File: src/rtl/conv3x3_window_mac.sv
// conv3x3_window_mac
//   3x3 sliding-window convolution with a 9-entry writable signed kernel.
//   Three row pixels arrive per valid beat (oldest row on row_top, raw
//   stream on row_bot). The window shifts left one column per beat, and the
//   result leaves a four-edge pipeline:
//     edge 1  window update + completeness tag
//     edge 2  nine signed products
//     edge 3  three row partial sums
//     edge 4  total, arithmetic shift, clip -> dout/valid_out
//   Optional macro CONV3X3_RELU_EN: clip to [0, 2^WIDTH-1] (unsigned output).
//   Default (macro undefined): saturate to the signed WIDTH-bit range.
//
// Ports
//   clk, rst        single rising-edge clock, synchronous active-high reset
//   row_top/mid/bot three vertically aligned pixels (unsigned, WIDTH bits)
//   valid_in        all three row pixels valid this cycle
//   coef_wr/addr/data  kernel write port, index 0..8 row-major, 9..15 ignored
//   dout, valid_out registered convolution result and its strobe
//   frame_done      pulse with the last valid_out of a frame
module conv3x3_window_mac #(
  parameter int WIDTH      = 16,
  parameter int IMG_WIDTH  = 480,
  parameter int IMG_HEIGHT = 272,
  parameter int COEF_WIDTH = 8,
  parameter int SHIFT      = 0
) (
  input  logic                         clk,
  input  logic                         rst,
  input  logic        [WIDTH-1:0]      row_top,
  input  logic        [WIDTH-1:0]      row_mid,
  input  logic        [WIDTH-1:0]      row_bot,
  input  logic                         valid_in,
  input  logic                         coef_wr,
  input  logic        [3:0]            coef_addr,
  input  logic signed [COEF_WIDTH-1:0] coef_data,
  output logic        [WIDTH-1:0]      dout,
  output logic                         valid_out,
  output logic                         frame_done
);

  localparam int PW = WIDTH + 1 + COEF_WIDTH;  // full-precision product
  localparam int SW = PW + 4;                  // 9-term sum with guard bits
  localparam int CW = (IMG_WIDTH  > 1) ? $clog2(IMG_WIDTH)  : 1;
  localparam int RW = (IMG_HEIGHT > 1) ? $clog2(IMG_HEIGHT) : 1;

  localparam logic signed [SW-1:0] SMAX = {{(SW-WIDTH+1){1'b0}}, {(WIDTH-1){1'b1}}};
  localparam logic signed [SW-1:0] SMIN = {{(SW-WIDTH+1){1'b1}}, {(WIDTH-1){1'b0}}};
  localparam logic signed [SW-1:0] UMAX = {{(SW-WIDTH){1'b0}}, {WIDTH{1'b1}}};

  // Pixel is zero-extended to a positive signed value before multiplying.
  function automatic logic signed [PW-1:0] mul_px(input logic [WIDTH-1:0] px,
                                                  input logic signed [COEF_WIDTH-1:0] cf);
    logic signed [PW-1:0] a;
    logic signed [PW-1:0] b;
    a = PW'($signed({1'b0, px}));
    b = PW'(cf);
    return a * b;
  endfunction

  function automatic logic [WIDTH-1:0] clip_out(input logic signed [SW-1:0] v);
`ifdef CONV3X3_RELU_EN
    if (v[SW-1])      return '0;
    else if (v > UMAX) return '1;
    else               return v[WIDTH-1:0];
`else
    if (v > SMAX)      return {1'b0, {(WIDTH-1){1'b1}}};
    else if (v < SMIN) return {1'b1, {(WIDTH-1){1'b0}}};
    else               return v[WIDTH-1:0];
`endif
  endfunction

  logic        [CW-1:0]         col_q, col_d;
  logic        [RW-1:0]         row_q, row_d;
  logic        [WIDTH-1:0]      win_p0_q [3][3];  // [row: 0=top][col: 0=left]
  logic signed [COEF_WIDTH-1:0] coef_q   [9];
  logic                         vld_p0_q, last_p0_q;
  logic signed [PW-1:0]         prod_p1_q [9];
  logic                         vld_p1_q, last_p1_q;
  logic signed [SW-1:0]         rsum_p2_q [3];
  logic                         vld_p2_q, last_p2_q;
  logic signed [SW-1:0]         total;
  logic signed [SW-1:0]         shifted;

  always_comb begin
    col_d = col_q;
    row_d = row_q;
    if (valid_in) begin
      if (col_q == CW'(IMG_WIDTH - 1)) begin
        col_d = '0;
        row_d = (row_q == RW'(IMG_HEIGHT - 3)) ? '0 : row_q + 1'b1;
      end else begin
        col_d = col_q + 1'b1;
      end
    end
  end

  // ---- edge 1: window shift, counters, completeness tag, kernel writes ----
  always_ff @(posedge clk) begin
    if (rst) begin
      col_q     <= '0;
      row_q     <= '0;
      vld_p0_q  <= 1'b0;
      last_p0_q <= 1'b0;
      for (int r = 0; r < 3; r++)
        for (int c = 0; c < 3; c++)
          win_p0_q[r][c] <= '0;
      for (int i = 0; i < 9; i++)
        coef_q[i] <= (i == 4) ? COEF_WIDTH'(1) : '0;
    end else begin
      col_q     <= col_d;
      row_q     <= row_d;
      // The first two columns of a row only prime the window.
      vld_p0_q  <= valid_in && (col_q >= CW'(2));
      last_p0_q <= valid_in && (col_q == CW'(IMG_WIDTH - 1)) &&
                   (row_q == RW'(IMG_HEIGHT - 3));
      if (valid_in) begin
        for (int r = 0; r < 3; r++) begin
          win_p0_q[r][0] <= win_p0_q[r][1];
          win_p0_q[r][1] <= win_p0_q[r][2];
        end
        win_p0_q[0][2] <= row_top;
        win_p0_q[1][2] <= row_mid;
        win_p0_q[2][2] <= row_bot;
      end
      for (int i = 0; i < 9; i++)
        if (coef_wr && (coef_addr == 4'(i)))
          coef_q[i] <= coef_data;
    end
  end

  // ---- edge 2: products ----
  always_ff @(posedge clk) begin
    for (int r = 0; r < 3; r++)
      for (int c = 0; c < 3; c++)
        prod_p1_q[r*3+c] <= mul_px(win_p0_q[r][c], coef_q[r*3+c]);
  end

  always_ff @(posedge clk) begin
    if (rst) begin
      vld_p1_q  <= 1'b0;
      last_p1_q <= 1'b0;
    end else begin
      vld_p1_q  <= vld_p0_q;
      last_p1_q <= last_p0_q;
    end
  end

  // ---- edge 3: row partial sums ----
  always_ff @(posedge clk) begin
    for (int r = 0; r < 3; r++)
      rsum_p2_q[r] <= SW'(prod_p1_q[r*3]) + SW'(prod_p1_q[r*3+1]) +
                      SW'(prod_p1_q[r*3+2]);
  end

  always_ff @(posedge clk) begin
    if (rst) begin
      vld_p2_q  <= 1'b0;
      last_p2_q <= 1'b0;
    end else begin
      vld_p2_q  <= vld_p1_q;
      last_p2_q <= last_p1_q;
    end
  end

  // ---- edge 4: total, shift, clip ----
  assign total   = rsum_p2_q[0] + rsum_p2_q[1] + rsum_p2_q[2];
  assign shifted = total >>> SHIFT;

  always_ff @(posedge clk) begin
    if (rst) begin
      dout       <= '0;
      valid_out  <= 1'b0;
      frame_done <= 1'b0;
    end else begin
      valid_out  <= vld_p2_q;
      frame_done <= vld_p2_q && last_p2_q;
      if (vld_p2_q)
        dout <= clip_out(shifted);
    end
  end

endmodule

File: config.mk
export PLATFORM = sky130hd
export DESIGN_NAME = conv3x3_window_mac
export DESIGN_NICKNAME = d
export VERILOG_FILES = /design/src/rtl/conv3x3_window_mac.sv
export SDC_FILE = /design/constraint.sdc
export NUM_CORES = 2
export LEC_CHECK = 0
export ABC_AREA = 1
export CORE_ASPECT_RATIO = 1.4
export CORE_MARGIN = 4
export CORE_UTILIZATION = 35
export CTS_BUF_LIST = sky130_fd_sc_hd__clkbuf_8
export CTS_CLUSTER_DIAMETER = 30
export DETAILED_ROUTE_END_ITERATION = 12
export GPL_TIMING_DRIVEN = 0
export PLACE_DENSITY = 0.6
export SYNTH_ARGS = -nofsm -noshare
export SYNTH_HDL_FRONTEND = slang
export SYNTH_SLANG_ARGS = --single-unit
File: constraint.sdc
create_clock -name clk -period 4.6 [get_ports clk]
set_input_delay 0.46 -clock clk [delete_from_list [all_inputs] [get_ports clk]]
set_output_delay 0.46 -clock clk [all_outputs]
set_load 0.01 [all_outputs]
==> impl_results.html <==
<table>
<tr><th>Metric</th><th>Value</th></tr>
<tr><th colspan="2">Outcome</th></tr>
<tr><td>Run status</td><td>finished with violations</td></tr>
<tr><td>Failing checks</td><td>setup timing</td></tr>
<tr><th colspan="2">Route</th></tr>
<tr><td>Vias</td><td>49.29k</td></tr>
<tr><td>Final routed DRC violation total</td><td>0</td></tr>
<tr><td>Antenna viol nets, final</td><td>0</td></tr>
<tr><td>Vias per inst</td><td>4.614</td></tr>
<tr><td>Total Routed Length</td><td>180.6 mm</td></tr>
<tr><td>Pre-antenna DRT Iters</td><td>5</td></tr>
<tr><td>Starting DRT DRC Count</td><td>2,845</td></tr>
<tr><td>Average wire per standard cell</td><td>16.90 um</td></tr>
<tr><th colspan="2">Run</th></tr>
<tr><td>Maxcap violations</td><td>0</td></tr>
<tr><th colspan="2">Worst setup path</th></tr>
<tr><td>Largest fanout on the critical path</td><td>10</td></tr>
<tr><td>Data arrival time of the worst path</td><td>5.38 ns</td></tr>
<tr><td>Max incr delay on CP</td><td>0.56 ns</td></tr>
<tr><td>Crit-path most repeated cell</td><td>sky130_fd_sc_hd__fa_1</td></tr>
<tr><td>Logic depth of the worst register-to-register path</td><td>20</td></tr>
<tr><td>Cell with the largest stage delay on the worst path</td><td>sky130_fd_sc_hd__fa_1</td></tr>
<tr><td>Endpoint of the worst-slack reg-to-reg timing path</td><td>prod_p1_q[0][20]</td></tr>
<tr><td>Startpoint class of the critical path</td><td>register</td></tr>
<tr><td>Slack of the worst reg-to-reg path</td><td>-0.06 ns</td></tr>
<tr><td>CP Data Required Time</td><td>5.32 ns</td></tr>
<tr><td>CP endpoint kind</td><td>register</td></tr>
<tr><td>Start of the worst register-to-register path</td><td>coef_q[0][6]</td></tr>
<tr><td>Type of the worst setup path</td><td>register to register</td></tr>
<tr><td>Worst path cell trace</td><td>buf_6, buf_12, nand2_2, fa_1, fa_1, inv_2, fa_1, inv_2, fa_1, inv_2, ha_4, a21oi_4, nor2_2, o21ai_2, o211ai_1, a31oi_1, o21bai_1, nand3_1, nand2_2, xor2_2</td></tr>
<tr><td>Critical Path Source</td><td>coef_q[0][6]</td></tr>
<tr><th colspan="2">Logic synthesis</th></tr>
<tr><td>Most area-consuming cells after synthesis</td><td>sky130_fd_sc_hd__fa_1, sky130_fd_sc_hd__inv_1, sky130_fd_sc_hd__ha_1</td></tr>
<tr><td>Cell variety after synth</td><td>49</td></tr>
<tr><td>Biggest area consumer among synthesized cells</td><td>sky130_fd_sc_hd__fa_1</td></tr>
<tr><td>Combinational family with the most area after synthesis</td><td>adder cells</td></tr>
<tr><td>Syn Inst Count</td><td>7,804</td></tr>
<tr><td>Syn Nets</td><td>9,376</td></tr>
<tr><td>Fraction of the mapped netlist area in adder cells</td><td>40.11%</td></tr>
<tr><td>Top-area cell type share of the netlist area</td><td>27.53%</td></tr>
<tr><td>XOR/XNOR Fraction of Synth Area</td><td>3.718%</td></tr>
<tr><td>Number of enable-type register cells in the synthesized netlist</td><td>216</td></tr>
<tr><td>Number of synthesis warnings</td><td>0</td></tr>
<tr><td>Dominant register cell in the synthesized netlist</td><td>sky130_fd_sc_hd__dfxtp_1</td></tr>
<tr><td>Fraction of synthesis flops using an asynchronous set or reset pin</td><td>0%</td></tr>
<tr><td>Mean cell area of the mapped netlist</td><td>8.116 sq um</td></tr>
<tr><td>Post-synthesis register bit count</td><td>564</td></tr>
<tr><td>Seq/Total Area, Yosys</td><td>21.24%</td></tr>
<tr><td>Fraction of synthesized area in multiplexers</td><td>0%</td></tr>
<tr><td>Post-synthesis instance area</td><td>0.06334 sq mm</td></tr>
<tr><td>Compound-cell area share of the yosys netlist</td><td>5.122%</td></tr>
<tr><td>Simple-gate share of the synthesized area</td><td>14.22%</td></tr>
<tr><th colspan="2">Power</th></tr>
<tr><td>Power Internal</td><td>25.37 mW</td></tr>
<tr><td>Net switching share of the total power</td><td>51.51%</td></tr>
<tr><td>Leakage component of the power</td><td>41.84 nW</td></tr>
<tr><td>Net switching power</td><td>26.94 mW</td></tr>
<tr><td>Clock power frac</td><td>11.8%</td></tr>
<tr><td>Power per cell area</td><td>694.2 mW/mm^2</td></tr>
<tr><td>Proportion of power drawn by combinational gates</td><td>72.2%</td></tr>
<tr><td>Seq pwr share</td><td>16.0%</td></tr>
<tr><td>Maximum VDD drop</td><td>649.0 uV</td></tr>
<tr><th colspan="2">GRT</th></tr>
<tr><td>Overflow after GRT</td><td>0</td></tr>
<tr><td>Via count of the first global-routing pass</td><td>51.72k</td></tr>
<tr><td>Overall fraction of global-route tracks in use</td><td>18.90%</td></tr>
<tr><td>Number of antenna violations at the first check in global routing</td><td>8</td></tr>
<tr><td>Largest net degree at the start of global routing</td><td>65</td></tr>
<tr><td>Wire length of the first global-routing pass</td><td>278.7 mm</td></tr>
<tr><th colspan="2">Clock network</th></tr>
<tr><td>Largest buffer count on any clock path</td><td>3</td></tr>
<tr><td>TritonCTS Sinks</td><td>564</td></tr>
<tr><td>Number of buffers created by CTS</td><td>120</td></tr>
<tr><td>H-tree Lvls</td><td>3</td></tr>
<tr><td>CTS tree</td><td>yes</td></tr>
<tr><td>Clock Tree Root</td><td>sky130_fd_sc_hd__clkbuf_8</td></tr>
<tr><td>Clock-pin slew on the worst setup and hold paths</td><td>0.06 ns</td></tr>
<tr><td>Clock latency on the worst-skew pair</td><td>0.87 ns</td></tr>
<tr><th colspan="2">Timing</th></tr>
<tr><td>Final critical-path required period</td><td>4.655 ns</td></tr>
<tr><td>Portion of the clock cycle consumed by the worst path in the final layout</td><td>101.2%</td></tr>
<tr><td>Pins over their slew limit</td><td>0</td></tr>
<tr><td>Setup TNS</td><td>-0.07131 ns</td></tr>
<tr><td>Worst clock skew</td><td>0.06643 ns</td></tr>
<tr><td>Transition time at the pin with the least slew margin</td><td>1.363 ns</td></tr>
<tr><td>Setup violations, final</td><td>3</td></tr>
<tr><td>Endpoints failing hold</td><td>0</td></tr>
<tr><td>Worst Slack Setup Final</td><td>-0.05506 ns</td></tr>
<tr><td>Max Clock Freq</td><td>214.8 MHz</td></tr>
<tr><td>Max-slew headroom at the worst pin</td><td>9.156%</td></tr>
<tr><td>Unrepaired setup endpoints after global routing</td><td>yes</td></tr>
<tr><th colspan="2">Die</th></tr>
<tr><td>Height of the die</td><td>511.4 um</td></tr>
<tr><td>Area enclosed by the die boundary</td><td>0.1879 sq mm</td></tr>
<tr><td>Core area</td><td>0.1798 sq mm</td></tr>
<tr><td>Count of standard-cell rows</td><td>184</td></tr>
<tr><td>I/O pin total</td><td>82</td></tr>
<tr><td>Chip width</td><td>367.5 um</td></tr>
<tr><td>Initial cell density of the core</td><td>35.23%</td></tr>
<tr><th colspan="2">Cells and area</th></tr>
<tr><td>Core utilization of the finished layout</td><td>41.91%</td></tr>
<tr><td>Total number of nets in the final design</td><td>9,727</td></tr>
<tr><td>Synthesis-to-layout area growth</td><td>18.98%</td></tr>
<tr><td>Leading cell type in the layout, fill and taps excluded</td><td>sky130_fd_sc_hd__inv_1</td></tr>
<tr><td>Commonest non-fill, non-tap cells in the layout</td><td>sky130_fd_sc_hd__inv_1, sky130_fd_sc_hd__nand2_1, sky130_fd_sc_hd__fa_1, sky130_fd_sc_hd__ha_1, sky130_fd_sc_hd__nor2_1</td></tr>
<tr><td>Final Cell Area</td><td>0.07536 sq mm</td></tr>
<tr><td>Share of cells above drive strength 1</td><td>13.43%</td></tr>
<tr><th colspan="2">Place</th></tr>
<tr><td>Number of port buffers</td><td>81</td></tr>
<tr><td>Routability congestion estimate from global placement</td><td>0.9283</td></tr>
<tr><td>Placement Cell Area</td><td>0.06740 sq mm</td></tr>
<tr><td>Worst setup slack before clock tree synthesis</td><td>-1.108 ns</td></tr>
<tr><td>HPWL Detailed</td><td>143.5 mm</td></tr>
<tr><th colspan="2">Worst hold path</th></tr>
<tr><td>Startpoint of the tightest hold check path</td><td>row_bot[14]</td></tr>
<tr><td>Worst Hold Endpoint</td><td>win_p0_q[0][110]</td></tr>
<tr><td>Class of the tightest hold or removal check</td><td>input pin to register</td></tr>
<tr><td>Min-Delay Path Depth</td><td>3</td></tr>
</table>
-- sequential cells by signal, indices dropped and copies added, names as in the netlist --
signal,count
coef_q,72
col_q,9
dout,16
frame_done,1
last_p0_q,1
last_p1_q,1
last_p2_q,1
prod_p1_q,225
row_q,9
rsum_p2_q,81
valid_out,1
vld_p0_q,1
vld_p1_q,1
vld_p2_q,1
win_p0_q,144
-- worst max-delay path, delay by kind of cell (launching register included) --
family	cells	cell delay (ns)
AOI/OAI and AO/OA	5	0.82
xor gates and xnor gates	1	0.16
adders and majority gates	5	2.35
buffers and inverters	5	0.44
DFF	1	0.43
and+or+nand+nor	4	0.31
-- synth_stat cells (all sizes together) (2+ instances only) --
cell type  number
or2            21
o311ai          3
nor3           33
fa            871
clkbuf        288
ha            637
edfxtp        216
dfxtp         348
a31oi          25
o21a            7
nand2        1563
buf            13
nand3         120
nand4          27
o31ai           3
a21oi         303
o21ai         164
xnor2          99
o221ai          4
and2            5
o21bai         17
a21boi          6
a221oi          4
a211oi          2
nor2          477
a21o           20
nand3b          4
nor3b           2
xor2          169
o211a           2
nor4           16
o211ai         20
inv          2309
-- layout make-up --
cell class,instances,area [sq um]
multi-input cells,4628,42600
flip-flops and latches,564,13450
repair buffers,425,3769
well taps,2418,3025
clock inverters,98,1040
fillers,17780,104400
plain buffers,106,1028
diodes,7,17.52
clock buffers,127,1748
inverters,2310,8683
-- power groups by stage --
stage | Sequential [mW] | Combinational [mW] | Clock [mW]
floorplan | 7.65 | 24.2 | 0
global placement | 8.29 | 32.7 | 0
detailed placement | 8.28 | 33.0 | 0
CTS | 8.38 | 34.9 | 6.35
global route | 8.49 | 41.9 | 6.57
finish | 8.36 | 37.8 | 6.17
-- what timing repair did --
| action | CTS | global route |
|---|---|---|
| setup endpoints to repair | 145 | 74 |
| buffers inserted | 191 | 143 |
| hold buffers | 0 | 0 |
| gates cloned | 3 | 1 |
| gates resized for setup | 374 | 419 |
| endpoints found under the hold margin | 0 | 0 |
| pin swaps | 63 | 214 |
-- stage by stage --
step	instances	hold WS (ns)	total power [mW]
floorplan	7804	0.3883	31.80
global placement	10300	0.3916	40.98
detailed placement	10310	0.3957	41.30
CTS	10570	0.1151	49.58
global route	10680	0.1875	56.94
finish	10680	0.2227	52.31
-- kinds of logic after synthesis --
kind of cell | Yosys count
buffers and inverters | 2612
xor gates and xnor gates | 268
and+or+nand+nor | 2269
AOI/OAI and AO/OA | 583
adders and majority gates | 1508
DFF | 564
-- routing by layer --
metal | global-route usage, % | part of all wire, % | routed length [um]
met1 | 21.99 | 39 | 70640
met2 | 34.37 | 51 | 92650
met3 | 1.977 | 4.3 | 7831
met4 | 9.421 | 5.2 | 9443
met5 | 0 | 0 | 0
-- worst max path at each step --
stage	to	slack [ns]
floorplan	prod_p1_q[0][21]	0.002
global placement	win_p0_q[0][63]	-3.18
detailed placement	prod_p1_q[0][21]	-1.11
CTS	prod_p1_q[0][21]	-0.12
global route	prod_p1_q[0][20]	-0.16
finish	prod_p1_q[0][20]	-0.06
No activity file was read; power rests on OpenSTA's default activity.
